**config.mk**
```make
export PLATFORM = sky130hd
export DESIGN_NAME = traffic_timebase
export DESIGN_NICKNAME = d
export VERILOG_FILES = /design/src/rtl/traffic_timebase.sv
export SDC_FILE = /design/constraint.sdc
export NUM_CORES = 1
export LEC_CHECK = 0
export BUFFER_PORTS_ARGS = -buffer_cell sky130_fd_sc_hd__buf_2
export CORE_ASPECT_RATIO = 0.7
export CORE_MARGIN = 5
export CORE_UTILIZATION = 35
export DETAILED_ROUTE_END_ITERATION = 8
export PLACE_DENSITY_LB_ADDON = 0.08
export SLEW_MARGIN = 40
export SYNTH_ARGS = -nofsm -noshare
export SYNTH_HDL_FRONTEND = slang
export SYNTH_SLANG_ARGS = --single-unit
```
**constraint.sdc**
```tcl
create_clock -name clk -period 2.3 [get_ports clk]
set_clock_uncertainty 0.15 [all_clocks]
set_input_delay 0.115 -clock clk [delete_from_list [all_inputs] [get_ports clk]]
set_output_delay 0.115 -clock clk [all_outputs]
set_load 0.02 [all_outputs]
```
**src/rtl/traffic_timebase.sv**
```systemverilog
// traffic_timebase: second/strobe timebase and debounced pedestrian request for the traffic light controller.
module traffic_timebase #(
   parameter int CLK_HZ       = 50_000_000,
   parameter int SHORT_SEC    = 1,
   parameter int LONG_SEC     = 10,
   parameter int DEBOUNCE_CYC = 1_000_000
) (
   input  logic       clk,
   input  logic       rst,
   input  logic       reset_counter,
   input  logic       ped_btn_n,
   input  logic       ped_ack,
   output logic       pulse_1s,
   output logic       pulse_10s,
   output logic       pedestrian,
   output logic [7:0] sec_count
);
   localparam int PW = $clog2(CLK_HZ);
   localparam int CW = $clog2(DEBOUNCE_CYC + 1);
   localparam logic [PW-1:0] P_LAST = PW'(CLK_HZ - 1);
   localparam logic [CW-1:0] DB_LAST = CW'(DEBOUNCE_CYC - 1);
   // Strobe fires when the count is one short of the target and a tick arrives.
   localparam logic [7:0] SHORT_M1 = 8'(SHORT_SEC - 1);
   localparam logic [7:0] LONG_M1 = 8'(LONG_SEC - 1);

   logic [PW-1:0] presc_q, presc_d;
   logic [7:0]    sec_q, sec_d;
   logic          p1_q, p1_d, p10_q, p10_d;
   logic          s1_q, s2_q, db_q, db_d, ped_q, ped_d;
   logic [CW-1:0] cnt_q, cnt_d;
   logic          sec_tick, db_hit, press;

   always_comb begin
      sec_tick = presc_q == P_LAST;
      presc_d  = (reset_counter || sec_tick) ? '0 : presc_q + 1'b1;
      sec_d    = reset_counter ? '0 : (sec_tick && sec_q != 8'hFF) ? sec_q + 8'd1 : sec_q;
      p1_d     = !reset_counter && sec_tick && sec_q == SHORT_M1;
      p10_d    = !reset_counter && sec_tick && sec_q == LONG_M1;
      db_hit   = (s2_q != db_q) && cnt_q == DB_LAST;
      cnt_d    = (s2_q != db_q && !db_hit) ? cnt_q + 1'b1 : '0;
      db_d     = db_hit ? s2_q : db_q;
      press    = db_hit && db_q && !s2_q;
      ped_d    = press || (ped_q && !ped_ack);
   end

   always_ff @(posedge clk or posedge rst)
      if (rst) begin
         presc_q <= '0;
         sec_q   <= '0;
         p1_q    <= 1'b0;
         p10_q   <= 1'b0;
         s1_q    <= 1'b1;
         s2_q    <= 1'b1;
         db_q    <= 1'b1;
         cnt_q   <= '0;
         ped_q   <= 1'b0;
      end else begin
         presc_q <= presc_d;
         sec_q   <= sec_d;
         p1_q    <= p1_d;
         p10_q   <= p10_d;
         s1_q    <= ped_btn_n;
         s2_q    <= s1_q;
         db_q    <= db_d;
         cnt_q   <= cnt_d;
         ped_q   <= ped_d;
      end

   assign pulse_1s   = p1_q;
   assign pulse_10s  = p10_q;
   assign pedestrian = ped_q;
   assign sec_count  = sec_q;
endmodule

```
==> results of run 1 <==
==> synthesized netlist by cell type (2+ instances only) <==
cell	n
nand3_1	20
buf_4	2
nand2_1	18
dfstp_2	3
and2_1	3
ha_1	5
and4_1	6
xor2_1	30
xnor2_1	14
nor4_1	4
nand4_4	2
mux2_2	4
dfrtp_1	57
nor2_1	53
o21ai_0	2
nand4_1	16
nor3_1	8
inv_1	9
and3_1	14
nor2b_1	4
==> cell type report <==
| type | count | area share [%] |
|---|---|---|
| Inverter | 9 | 0.921 |
| Clock buffer | 11 | 6.62 |
| Tap cell | 120 | 4.09 |
| Multi-Input combinational cell | 224 | 40.4 |
| Clock inverter | 5 | 2.05 |
| Sequential cell | 60 | 41.0 |
| Timing Repair Buffer | 26 | 4.91 |
==> per-layer routing <==
layer	vias up	routed length (um)	global-route usage, %
li1	1107	-	-
met5	-	0	0
met1	1073	3700	21.6
met4	0	71	4.88
met3	7	285	5.16
met2	41	2520	16.5
==> worst paths after layout <==
| path | startpoint | to | slack (ns) | cells after the start |
|---|---|---|---|---|
| setup / recovery | presc_q[0] | sec_count[5] | 0.19 | 6 |
| hold / removal | s1_q | s2_q | 0.21 | 0 |
| setup reg to reg | presc_q[0] | sec_count[5] | 0.19 | 6 |
| hold reg to reg | s1_q | s2_q | 0.21 | 0 |
| max in group asynchronous | rst | db_q | 1.10 | 4 |
| min in group asynchronous | rst | pedestrian | 0.25 | 3 |
==> cell families (layout without fill, tap and decap cells) <==
family	after synthesis	count (layout)	share of synthesized area, %
AOI/OAI and AO/OA	9	9	2.38
adders and majority gates	5	5	2.05
xor gates and xnor gates	44	44	12.6
DFF	60	60	49.3
muxes	5	5	1.80
buffers and inverters	15	51	2.42
and+or+nand+nor	161	161	29.4
==> power groups by stage <==
stage / clock (mW) / sequential (mW) / combinational [mW]
3_5_place_dp: 0 / 1.11 / 0.0846
5_1_grt: 1.53 / 1.09 / 0.0997
2_1_floorplan: 0 / 1.11 / 0.0525
4_1_cts: 1.48 / 1.09 / 0.0902
3_3_place_gp: 0 / 1.11 / 0.0846
6_report: 1.43 / 1.09 / 0.0869
==> registers in the layout, indices dropped and copies added, names as in the netlist <==
name and cells:
cnt_q 20, pedestrian 1, presc_q 26, s2_q 1, pulse_10s 1, db_q 1
sec_count 8, s1_q 1, pulse_1s 1
==> repair_timing <==
action / in CTS / in global routing
hold buffers: 4 / 0
endpoints found under the setup margin: 0 / 2
hold endpoints to repair: 27 / 0
gates resized for setup: 0 / 1
==> per-stage QoR <==
| stage | power (mW) | worst slack [ns] |
|---|---|---|
| CTS | 2.66 | 0.148 |
| finish | 2.61 | 0.187 |
| floorplan | 1.16 | 0.239 |
| global placement | 1.19 | 0.197 |
| global route | 2.72 | 0.0795 |
| detailed placement | 1.19 | 0.169 |
==> results.ini, run 1 <==
[synthesis]
synthArstFlopShare_pct=100
ys_seq_elements=60
syn-num-nets=309
ys.flop_type=dfrtp_1
seq_area_frac_synth_pct=49.3
yosysWarnings=0
synth.cell_area_mm2=0.00305
synth.distinct_cells=45
synth-edff-count=0
synth_area_per_cell_um2=10.2
synthTopCellsByArea=dfrtp_1 (47%), xor2_1 (8.6%), nor2_1 (6.5%), xnor2_1 (4.0%), nand3_1 (3.3%)
synth_largest_area_cell=dfrtp_1
yosysTopAreaCellShare_pct=46.7
syn_inst=299

[global_routing]
globalRouteOverflowTotal=0
grt_pass1_wl_um=11300
antenna_found_initial=0
grt_max_degree=37
grt_pass1_vias=2136
grt.total_usage_pct=13.8

[min_path]
hold_path_class=reg -> reg

[worst_setup_path]
slowest_stage=dfrtp_1
critPathArrivalTime_ns=2.17
crit_chain=ha_1 > nand4_4 > nor3_4 > nand4_4 > a311oi_2 > mux2_2
worstSetupStartpointType=flop
crit_fanout=4
critical_path.most_common_cell=nand4_4
cp-end-kind=flop
required_ns=2.36
critPathBufInv=0
critPathKind=reg -> reg
max_stage_delay_ns=0.38
cp_top_family=simple AND/OR/NAND/NOR gates

[placement]
post_dp_cell_area_mm2=0.00330
gp_congestion=0.797
dp_cells=435
dp_hpwl_um=4540
port-buffer-count=15

[timing]
slew_viol_final=0
whs_ns=0.211
worstMarginPinSlew_ns=0.568
min_period_ns=2.11
finalSetupViolCount=0
hold_viol=0
clock.fmax_mhz=473
rsz0062_at_grt=no
tns_ns=0
slew_headroom_pct=62.1
post-route-period-util_pct=91.9

[power]
vdd_drop_max_uv=467
power.switching_uw=533
sw_frac_of_total_pct=20.5
powerDensity_mw_per_mm2=710
sequentialPowerShare_pct=41.8
intPower_mw=2.07
clkPwrFrac_pct=54.9
leakagePower_nw=1.70
p_comb_share_pct=3.3

[final_layout]
drive_gt1_share_pct=17.0
finalNonFillerCells=455
syn2layout_area_growth_pct=20.1
nets=340
fin_util_pct=43.3
regArea_mm2=0.00151
multiInputGateArea_mm2=0.00148
final_common_cell=dfrtp_1
layout_common_cells=dfrtp_1 (57), nor2_1 (53), xor2_1 (30), nand3_1 (20), nand2_1 (18)
fill_cells=872
stdcell_area_mm2=0.00367
antenna_cells=0

[detailed_routing]
route.detailed.drc=0
drt_iter0_drc=164
vias=2228
first_pass_iters=4
avgViaCountPerCell=4.90
ant_nets=0
finalWirelength_um=6580
wl_per_cell_um=14.5

[die]
num_rows=28
core_area_mm2=0.00848
ios=16
start_util_pct=36.0
die_y_um=88.1
fp.dieArea_mm2=0.0107
die_w_um=122

[status]
status=completed

[clock_tree]
cts_tree=done
postCtsSetupBuffers=0
ctsRootBufferMaster=clkbuf_16
htree_levels=3
clockBufferDepth=2
clock-sinks=60
cts.clk_slew.worst_paths_ns=0.05
clock_latency_ns=0.33
cts_buffers=9

[run]
maxCapViolCount=0

No activity file was read; power rests on OpenSTA's default activity.
==> run 2: changes to the inputs <==
--- a/config.mk
+++ b/config.mk
@@ -5,6 +5,7 @@
 export SDC_FILE = /design/constraint.sdc
 export NUM_CORES = 1
 export LEC_CHECK = 0
+export ABC_AREA = 1
 export BUFFER_PORTS_ARGS = -buffer_cell sky130_fd_sc_hd__buf_2
 export CORE_ASPECT_RATIO = 0.7
 export CORE_MARGIN = 5
==> results.ini, run 2 <==
[status]
status=completed

[worst_setup_path]
crit_fanout=6  ; +2
worstSetupStartpointType=flop
cp-endpoint=sec_count[5]
max_stage_delay_ns=0.39  ; about the same
rrSetupSlack_ns=0.32  ; +0.13 ns
slowest_stage=dfrtp_1
startpoint=presc_q[0]
timing.rr.start=presc_q[0]
required_ns=2.41  ; +0.05 ns
r2r_cells=9  ; +3
cp-end-kind=flop
critPathKind=reg -> reg
crit_chain=ha_1 > nand2_2 > nor2_4 > nand2_1 > inv_1 > nand2_1 > nor2_1 > nand4_1 > nand2_1
critPathArrivalTime_ns=2.10  ; -0.07 ns
r2r_end=sec_count[5]
critical_path.most_common_cell=nand2_1

[synthesis]
synth.cell_area_mm2=0.00354  ; +16%
synth_area_per_cell_um2=6.95  ; -32%
synthTopCellsByArea=dfrtp_1 (40%), nand2_1 (14%), nor2_1 (13%), nand3_1 (6.8%), inv_1 (6.2%)
synth.distinct_cells=27  ; -40%
syn-num-nets=519  ; +68%
synthArstFlopShare_pct=100  ; unchanged
synth_largest_area_cell=dfrtp_1
yosysMostFrequentCell=nand2_1
yosysTopAreaCellShare_pct=40.3  ; -6.4 points
syn_inst=509  ; +70%
synth-edff-count=0  ; unchanged
seq_area_frac_synth_pct=42.5  ; -6.8 points
yosysWarnings=0  ; unchanged
synth.top_cells.by_count=nand2_1 (133), nor2_1 (126), inv_1 (58), dfrtp_1 (57), nand3_1 (48)
ys.flop_type=dfrtp_1
ys_seq_elements=60  ; unchanged

[timing]
worst_slack_ns=0.318  ; +0.131 ns
finalSetupViolCount=0  ; unchanged
post-route-period-util_pct=86.2  ; -5.7 points
whs_ns=0.205  ; -0.00613 ns
tns_ns=0  ; unchanged
worstMarginPinSlew_ns=0.515  ; -0.0537 ns
min_period_ns=1.98  ; -0.131 ns
slew_headroom_pct=65.6  ; +3.6 points
clock.fmax_mhz=505  ; +6.6%
slew_viol_final=0  ; unchanged
hold_viol=0  ; unchanged
rsz0062_at_grt=no

[placement]
place_ws_ns=0.360  ; +0.191 ns
post_dp_cell_area_mm2=0.00378  ; +14%
port-buffer-count=15  ; unchanged
gp_congestion=0.900  ; +13%
dp_hpwl_um=6770  ; +49%
dp_cells=652  ; +50%

[die]
num_rows=30  ; +7.1%
fp.dieArea_mm2=0.0123  ; +14%
ios=16  ; unchanged
core_area_mm2=0.00980  ; +16%
die_w_um=130  ; +7.0%
start_util_pct=36.1  ; +0.12 points
die_y_um=94.1  ; +6.8%

[detailed_routing]
ant_nets=0  ; unchanged
vias=3222  ; +45%
finalWirelength_um=8910  ; +35%
route.detailed.drc=0  ; unchanged
drt_iter0_drc=194  ; +18%
first_pass_iters=4  ; unchanged
avgViaCountPerCell=4.79  ; -2.1%
wl_per_cell_um=13.3  ; -8.3%

[clock_tree]
htree_levels=3  ; unchanged
cts.clk_slew.worst_paths_ns=0.05  ; about the same
cts-resized-gates=0  ; unchanged
cts_tree=done
clock_latency_ns=0.33  ; about the same
clock-sinks=60  ; unchanged
clockBufferDepth=2  ; unchanged
ctsRootBufferMaster=clkbuf_16
cts_buffers=9  ; unchanged

[power]
leakagePower_nw=1.81  ; +6.5%
vdd_drop_max_uv=340  ; -27%
powerDensity_mw_per_mm2=597  ; -16%
p_total_mw=2.45  ; -6.0%

[global_routing]
grt_pass1_wl_um=14900  ; +32%
grt.total_usage_pct=15.7  ; +1.9 points
grt_max_degree=25  ; -32%
globalRouteOverflowTotal=0  ; unchanged
antenna_found_initial=0  ; unchanged
grt_pass1_vias=2868  ; +34%

[final_layout]
stdcell_area_mm2=0.00410  ; +12%
drive_gt1_share_pct=9.01  ; -8.0 points
antenna_cells=0  ; unchanged
nets=549  ; +61%
final_common_cell=nand2_1
finalNonFillerCells=672  ; +48%
fin_util_pct=41.9  ; -1.4 points
syn2layout_area_growth_pct=15.9
fill_cells=1028  ; +18%
largest_reg_flops=26  ; unchanged
layout_common_cells=nand2_1 (133), nor2_1 (126), inv_1 (57), dfrtp_1 (57), nand3_1 (48)
largest-register=presc_q

[min_path]
holdCritStartpoint=s1_q
hold_path_class=reg -> reg

[run]
maxCapViolCount=0  ; unchanged

[run 2: cell types whose count changed in the layout (fill, tap and decap cells not counted), moves of 8 or more]
cell / change
and3_1: -14
inv_1: +49
nand2_1: +115
nand3_1: +28
nand4_1: -8
nor2_1: +73
nor3_1: +11
xor2_1: -17
[run 2: worst min-delay path by stage]
stage,slack [ns],cells after the start,endpoint
final,0.20,0,s2_q
after global routing,0.21,0,s2_q
after CTS,0.21,0,s2_q
after detailed placement,0.03,2,sec_count[5]
after global placement,0.03,2,sec_count[1]
after floorplan,-0.03,0,s1_q
[run 2: kinds of logic (layout without fill, tap and decap cells)]
group | Yosys count | after routing | synth area share, %
buf+inv | 65 | 100 | 7.42
xor+xnor | 22 | 22 | 5.44
simple gates | 344 | 344 | 40.7
flops | 60 | 60 | 42.5
compound gates | 13 | 13 | 2.16
fa+ha+maj | 5 | 5 | 1.77
[run 2: power breakdown]
part	leakage [nW]	switching, mW	internal, mW
clock	0.143	0.479	0.814
combinational	0.842	0.0532	0.0229
sequential	0.823	0.0105	1.07
total	1.81	0.543	1.91
[run 2: timing repair]
| item | 4_1_cts | 5_1_grt |
|---|---|---|
| setup buffers | 0 | 0 |
| hold buffers | 4 | 0 |
| endpoints found under the hold margin | 24 | 0 |
[run 2: cell type report]
class	instances	area, um^2	area share, %
multi-input combinational	384	1770	43.2
clock inverter	2	10.0	0.244
timing repair buffer	25	160	3.90
inverter	59	221	5.40
clock buffer	14	274	6.68
tap	128	160	3.90
sequential	60	1510	36.7
[run 2: per-layer routing]
metal  routed length [um]  share of wire [%]  up-vias  track usage [%]
li1                     -                  -     1645                -
met1                 5180                 58     1502             25.4
met3                  386                4.3        7             4.77
met2                 3270                 37       68             19.2
met5                    0                  0        -                0
met4                   80               0.90        0             4.33
[run 2: worst max-delay path: cells and delay by family (launching register included)]
kind | cells | cell delay [ns]
flops | 1 | 0.39
fa+ha+maj | 1 | 0.29
simple gates | 7 | 1.02
buf+inv | 1 | 0.07
==> run 3: changes to the inputs <==
--- a/config.mk
+++ b/config.mk
@@ -5,11 +5,12 @@
 export SDC_FILE = /design/constraint.sdc
 export NUM_CORES = 1
 export LEC_CHECK = 0
-export ABC_AREA = 1
+export ABC_AREA = 0
 export BUFFER_PORTS_ARGS = -buffer_cell sky130_fd_sc_hd__buf_2
+export CAP_MARGIN = 15
 export CORE_ASPECT_RATIO = 0.7
 export CORE_MARGIN = 5
-export CORE_UTILIZATION = 35
+export CORE_UTILIZATION = 61
 export DETAILED_ROUTE_END_ITERATION = 8
 export PLACE_DENSITY_LB_ADDON = 0.08
 export SLEW_MARGIN = 40
==> results.ini, run 3 (synthesis results as in run 1) <==
[die]
ios=16  ; unchanged
die_w_um=94.6  ; -27%
die_y_um=69.2  ; -27%
fp.dieArea_mm2=0.00654  ; -47%
num_rows=21  ; -30%
start_util_pct=63.5  ; +27 points
core_area_mm2=0.00481  ; -51%

[power]
powerDensity_mw_per_mm2=582  ; -2.4%
leakagePower_nw=1.61  ; -11%
p_total_mw=2.00  ; -18%
vdd_drop_max_uv=468  ; +37%

[detailed_routing]
ant_nets=0  ; unchanged
finalWirelength_um=5790  ; -35%
first_pass_iters=4  ; unchanged
drt_iter0_drc=159  ; -18%
wl_per_cell_um=14.4  ; +8.4%
vias=2191  ; -32%
route.detailed.drc=0  ; unchanged
avgViaCountPerCell=5.44  ; +13%

[placement]
gp_congestion=0.848  ; -5.8%
place_ws_ns=0.180  ; -0.179 ns
dp_hpwl_um=3880  ; -43%
port-buffer-count=15  ; unchanged
dp_cells=383  ; -41%

[timing]
slew_viol_final=0  ; unchanged
hold_viol=0  ; unchanged
rsz0062_at_grt=no
worstMarginPinSlew_ns=0.539  ; +0.0239 ns
slew_headroom_pct=64.1  ; -1.5 points
min_period_ns=2.13  ; +0.148 ns
worst_slack_ns=0.170  ; -0.148 ns
finalSetupViolCount=0  ; unchanged
post-route-period-util_pct=92.6  ; +6.4 points
clock.fmax_mhz=469  ; -7.0%
tns_ns=0  ; unchanged

[global_routing]
grt_max_degree=61  ; +140%
globalRouteOverflowTotal=0  ; unchanged
grt.total_usage_pct=19.8  ; +4.1 points
grt_pass1_wl_um=10100  ; -32%
antenna_found_initial=0  ; unchanged
grt_pass1_vias=2189  ; -24%

[final_layout]
antenna_cells=0  ; unchanged
multiInputGateArea_mm2=0.00147  ; -17%
fin_util_pct=71.6  ; +30 points
layout_common_cells=dfrtp_1 (57), nor2_1 (53), xor2_1 (30), nand3_1 (20), nand2_1 (18)
largest-register=presc_q
largest_reg_flops=26  ; unchanged
final_common_cell=dfrtp_1
nets=339  ; -38%
drive_gt1_share_pct=16.8  ; +7.8 points
finalNonFillerCells=403  ; -40%
syn2layout_area_growth_pct=12.7
regArea_mm2=0.00151  ; unchanged
fill_cells=375  ; -64%

[clock_tree]
cts_buffers=9  ; unchanged
postCtsSetupBuffers=0  ; unchanged
htree_levels=3  ; unchanged
cts_tree=done
ctsRootBufferMaster=clkbuf_8
clockBufferDepth=2  ; unchanged
clock_latency_ns=0.34  ; about the same
clock-sinks=60  ; unchanged
cts-resized-gates=0  ; unchanged
cts.clk_slew.worst_paths_ns=0.07  ; +0.02 ns

[min_path]
holdPathStages=0  ; unchanged
holdCritStartpoint=s1_q
hold_path_class=reg -> reg
whs_endpoint=s2_q

[worst_setup_path]
worstSetupStartpointType=flop
critical_path.most_common_cell=nand4_4
crit_chain=ha_1 > nand4_4 > nor3_4 > nand4_4 > a311oi_2 > mux2_2
critPathBufInv=0  ; -1
slowest_stage=dfrtp_1
critPathKind=reg -> reg
max_stage_delay_ns=0.38  ; about the same
r2r_end=sec_count[5]
critPathArrivalTime_ns=2.20  ; +0.10 ns
crit_fanout=4  ; -2
required_ns=2.37  ; -0.04 ns
timing.rr.start=presc_q[0]
path_depth=6  ; -3
cp-end-kind=flop
rrSetupSlack_ns=0.17  ; -0.15 ns
cp_top_family=simple AND/OR/NAND/NOR gates
r2r_cells=6  ; -3

[status]
status=completed

[run]
maxCapViolCount=0  ; unchanged

==> run 3: changes by cell type in the layout (fill, tap and decap cells not counted), moves of 7 or more <==
cell	before	now
and3_1	0	14
clkbuf_16	9	0
clkbuf_8	3	10
inv_1	57	8
nand2_1	133	18
nand3_1	48	20
nand4_1	8	16
nor2_1	126	53
nor3_1	19	8
xor2_1	13	30
==> run 3: worst register-to-register path: cells and delay by family, from the launching register on <==
kind,cells,cell delay [ns]
compound gates,1,0.30
simple gates,3,0.55
fa+ha+maj,1,0.28
mux,1,0.36
flops,1,0.38
==> run 3: layer usage <==
metal | part of all wire, % | track usage (%)
met3 | 5.1 | 7.70
met5 | 0 | 0
met1 | 52 | 29.0
met2 | 41 | 26.2
met4 | 1.3 | 7.68
==> run 3: per-stage QoR <==
step | area [um^2] | hold WS, ns
6_report | 3440 | 0.210
4_1_cts | 3440 | 0.212
3_5_place_dp | 3220 | 0.0735
5_1_grt | 3440 | 0.220
3_3_place_gp | 3220 | 0.0726
2_1_floorplan | 3050 | -0.0305
==> run 3: area by class of cell <==
| type | instances | share of cell area, % |
|---|---|---|
| Multi-Input combinational cell | 224 | 42.8 |
| Clock buffer | 10 | 4.00 |
| Timing Repair Buffer | 25 | 4.76 |
| Inverter | 9 | 0.982 |
| Sequential cell | 60 | 43.7 |
| Clock inverter | 6 | 1.16 |
| Tap cell | 69 | 2.51 |
==> run 3: worst max path at each step <==
stage,from,to
6_report,presc_q[0],sec_count[5]
5_1_grt,presc_q[16],pulse_10s
4_1_cts,presc_q[0],sec_count[5]
3_5_place_dp,presc_q[0],sec_count[5]
3_3_place_gp,presc_q[0],sec_count[5]
2_1_floorplan,presc_q[0],sec_count[5]
==> run 3: repair_timing <==
item / in CTS / in global routing
hold endpoints to repair: 63 / 0
endpoints found under the setup margin: 0 / 0
hold buffers: 4 / 0
==> run 3: where the power goes <==
part	internal (mW)	switching [mW]	total [mW]
Sequential	1.07	0.0172	1.09
Combinational	0.0269	0.0541	0.0809
Clock	0.415	0.421	0.836
